`src/rtl/mux_arbiter.sv`:
```
// Two-requester round-robin arbiter owning the select of a shared 2:1 data mux.
// Define MUX_ARB_BURST_LIMIT_EN to force grant release after MAX_BURST beats.
module mux_arbiter #(
  parameter int WIDTH     = 8,
  parameter int MAX_BURST = 4
) (
  input  logic             clk,
  input  logic             rst_n,
  input  logic             req_a,
  input  logic             req_b,
  input  logic             last_a,
  input  logic             last_b,
  input  logic [WIDTH-1:0] data_a,
  input  logic [WIDTH-1:0] data_b,
  output logic             gnt_a,
  output logic             gnt_b,
  output logic             sel,
  output logic             out_valid,
  output logic [WIDTH-1:0] out_data,
  output logic             busy,
  output logic [1:0]       fsm_state,
  output logic             prio
);

  // Handshake: a beat is a cycle with gnt_x=1 and req_x=1; last_x only counts on a beat.
  typedef enum logic [1:0] {
    IDLE    = 2'd0,
    GRANT_A = 2'd1,
    GRANT_B = 2'd2
  } state_t;

  state_t           state;
  state_t           next_state;
  logic             cur_req;
  logic             cur_last;
  logic [WIDTH-1:0] cur_data;
  logic             beat;
  logic             limit_hit;
  logic             release_now;

  if (MAX_BURST < 1) begin : g_bad_max_burst
    $error("mux_arbiter: MAX_BURST must be at least 1");
  end

`ifdef MUX_ARB_BURST_LIMIT_EN
  localparam int CW = $clog2(MAX_BURST + 1);
  logic [CW-1:0] beat_cnt;
`endif

  assign fsm_state = state;

  always_comb begin
    cur_req     = (state == GRANT_B) ? req_b  : req_a;
    cur_last    = (state == GRANT_B) ? last_b : last_a;
    cur_data    = (state == GRANT_B) ? data_b : data_a;
    beat        = (state != IDLE) && cur_req;
`ifdef MUX_ARB_BURST_LIMIT_EN
    limit_hit   = beat && (beat_cnt == CW'(MAX_BURST - 1));
`else
    limit_hit   = 1'b0;
`endif
    release_now = (state != IDLE) && (!cur_req || cur_last || limit_hit);
    next_state  = state;
    case (state)
      IDLE: begin
        if (req_a && (!req_b || !prio)) next_state = GRANT_A;
        else if (req_b)                 next_state = GRANT_B;
      end
      // Releasing hands straight over to a waiting peer, so no IDLE bubble.
      GRANT_A: if (release_now) next_state = req_b ? GRANT_B : IDLE;
      GRANT_B: if (release_now) next_state = req_a ? GRANT_A : IDLE;
      default: next_state = IDLE;
    endcase
  end

  always_ff @(posedge clk or negedge rst_n) begin
    if (!rst_n) begin
      state     <= IDLE;
      prio      <= 1'b0;
      gnt_a     <= 1'b0;
      gnt_b     <= 1'b0;
      sel       <= 1'b0;
      busy      <= 1'b0;
      out_valid <= 1'b0;
      out_data  <= '0;
`ifdef MUX_ARB_BURST_LIMIT_EN
      beat_cnt  <= '0;
`endif
    end else begin
      state     <= next_state;
      gnt_a     <= (next_state == GRANT_A);
      gnt_b     <= (next_state == GRANT_B);
      busy      <= (next_state != IDLE);
      out_valid <= beat;
      if (next_state == GRANT_A)      sel <= 1'b0;
      else if (next_state == GRANT_B) sel <= 1'b1;
      if (beat) out_data <= cur_data;
      // After a release, favour whichever side did not just hold the grant.
      if (release_now) prio <= (state == GRANT_A);
`ifdef MUX_ARB_BURST_LIMIT_EN
      if (release_now)                                 beat_cnt <= '0;
      else if (beat && (beat_cnt != CW'(MAX_BURST)))   beat_cnt <= beat_cnt + 1'b1;
`endif
    end
  end

endmodule

```
`config.mk`:
```
export PLATFORM = sky130hd
export DESIGN_NAME = mux_arbiter
export DESIGN_NICKNAME = d
export VERILOG_FILES = /design/src/rtl/mux_arbiter.sv
export SDC_FILE = /design/constraint.sdc
export NUM_CORES = 1
export LEC_CHECK = 0
export ABC_AREA = 1
export BUFFER_PORTS_ARGS = -buffer_cell sky130_fd_sc_hd__buf_2
export CAP_MARGIN = 20
export CORE_MARGIN = 5
export CORE_UTILIZATION = 41
export DETAILED_ROUTE_END_ITERATION = 6
export PLACE_DENSITY = 0.73
export SLEW_MARGIN = 10
export SYNTH_ARGS = -nofsm -noshare
export SYNTH_HDL_FRONTEND = slang
export SYNTH_SLANG_ARGS = --single-unit
```
`constraint.sdc`:
```
create_clock -name clk -period 1.72 [get_ports clk]
set_input_delay 0.258 -clock clk [delete_from_list [all_inputs] [get_ports clk]]
set_output_delay 0.258 -clock clk [all_outputs]
set_load 0.02 [all_outputs]
```
==> out/results.ini <==
[drt]
num_vias=817
ant_nets=0
routed_wl_um=1930
drtIter0Drc=19
drcViolationCount=0
viasPerCell=4.46
wire_per_inst_um=10.5
dr.pass1.iters=4

[floorplan]
core_area_um2=1960
ioPinCount=38
num_rows=16
fp.dieH_um=55.5
start_util_pct=43.2
dieArea_um2=3080
die_width_um=55.5

[timing]
fin_crit_ps=1620
post-route-period-util_pct=94.1
hold_viol=0
final-setup-viol-count=0
max_freq_ghz=0.618
whs_ps=263
worstMarginPinSlew_ps=369
skew_ps=3.43
relSlewSlack_pct=75.3
slew_viol_final=0

[yosys]
ys_seq_area_share_pct=47.2
ys_warn_count=0
netlist_instances=111
synth.distinct_cells=13
avgSynthCellArea_um2=7.64
synth_nets=137
synth_seq_cells=16
syn_area_um2=848

[critical_path]
path_max_fanout=4
cp-start-kind=flop
arrival_ps=1810
critPathKind=reg -> reg
end_kind=flop
required_ps=1910

[cts]
cts_max_path_buffers=2
cts.sinks=16
clk-insertion-delay-late_ps=290
htree_levels=1
cts_inserted_buffers=3
clk_pin_slew_ps=90
root_buffer=clkbuf_4
cts_tree=built

[grt]
antenna_found_initial=0
grt_pass1_wl_um=3330
overflow=0
grt_max_degree=18
grt_use_total_pct=13.3
grt_pass1_vias=766

[power]
power.total_w=0.00200
intPower_w=0.00107
switchingPower_w=0.000927
cellPowerDensity_nw_per_um2=1750
p_seq_share_pct=32.5
p_leak_nw=0.667
vdd_drop_max_uv=979
p_clk_share_pct=12.5
combinationalPowerShare_pct=55.0
switching_share_pct=46.4

[place]
port_buffers=37
dp_hpwl_um=1480
place_congestion=0.899

[final_layout]
drive_above_1_share_pct=35.9
diodes=0
final_common_cell=nand2_1
syn2layout_area_growth_pct=35.0
mostFrequentLayoutCells=nand2_1 (46), buf_2 (37), dfrtp_1 (15), inv_1 (14), o21ai_0 (8)
nNetsFinal=183

[min_path]
hp-class=in -> reg

[run_status]
outcome=completed

[job]
drv_cap=0

-- cell usage after synthesis (all sizes together) --
| master | instances | area, µm² |
|---|---|---|
| nand2 | 50 | 190 |
| dfrtp | 16 | 400 |
| inv | 15 | 56.3 |
| o21ai | 9 | 48.8 |
| nand3 | 6 | 30.0 |
| a21oi | 4 | 31.3 |
| ha | 4 | 50.1 |
| nor2 | 4 | 15.0 |
| buf | 2 | 22.5 |
| clkinv | 1 | 3.75 |
-- worst max-delay path, cell delays in order (launching register included) --
cell and delay [ps]:
dfrtp_1 410, inv_2 100, nand2_2 80, nand2_1 70
nand2_1 90, nand2_2 90, nand2_1 90, nand2_1 70
nand2_1 90, ha_1 300, nor2_1 90, a21oi_1 40
-- logic make-up (layout without fill, tap and decap cells) --
group	after synthesis	in the layout	share of synthesized area (%)
compound gates	13	13	9.44
fa+ha+maj	4	4	5.90
simple gates	60	60	27.7
buf+inv	18	63	9.73
flops	16	16	47.2
-- flip-flops by register name, indices dropped and copies added, names as in the netlist --
signal	cells
busy	1
fsm_state	2
gnt_a	1
gnt_b	1
out_data	8
out_valid	1
prio	1
sel	1
-- layout make-up --
type	instances	area (µm²)
fill	187	817
inverter	16	60.1
timing repair buffer	43	233
tap	27	33.8
multi-input combinational	77	380
sequential	16	402
clock buffer	4	36.3
-- power groups by stage --
| stage | Sequential [W] | Combinational, W | Clock, W |
|---|---|---|---|
| 2_1_floorplan | 0.000866 | 0.000529 | 0 |
| 3_3_place_gp | 0.000641 | 0.00105 | 0 |
| 3_5_place_dp | 0.000650 | 0.00106 | 0 |
| 4_1_cts | 0.000644 | 0.00107 | 0.000256 |
| 5_1_grt | 0.000675 | 0.00124 | 0.000268 |
| 6_report | 0.000651 | 0.00110 | 0.000250 |
-- metrics by stage --
stage               setup slack [ps]  TNS, ps  utilization, %  cells  cell area (µm²)
floorplan                       5.35        0               -    111              848
global placement                 145        0            54.4    176             1070
detailed placement              59.3        0            54.4    176             1070
CTS                             40.0        0            56.8    181             1110
global route                  -0.917   -0.917            58.4    183             1140
finish                           101        0            58.4    183             1140
-- final timing paths --
path / startpoint / endpoint / slack (ps) / depth (start not counted)
setup / recovery: fsm_state[0] / sel / 100 / 11
hold / removal: data_b[1] / out_data[1] / 260 / 5
setup reg to reg: fsm_state[0] / sel / 100 / 11
hold reg to reg: prio / prio / 520 / 2
max in group asynchronous: rst_n / fsm_state[1] / 1040 / 2
min in group asynchronous: rst_n / out_data[2] / 400 / 2
-- timing repair --
action                                 4_1_cts  5_1_grt
endpoints found under the hold margin       16        0
setup buffers                                0        2
gates resized for setup                      0        6
setup endpoints to repair                    0        1
hold buffers                                 1        0
-- routing by layer --
metal / share of wire [%] / GRT usage (%) / up-vias
li1: - / - / 427
met1: 47 / 17.3 / 346
met2: 43 / 20.1 / 39
met3: 8.8 / 4.43 / 5
met4: 1.5 / 5.21 / 0
met5: 0 / 0 / -
Note: power is estimated with default switching activity, not from simulation.
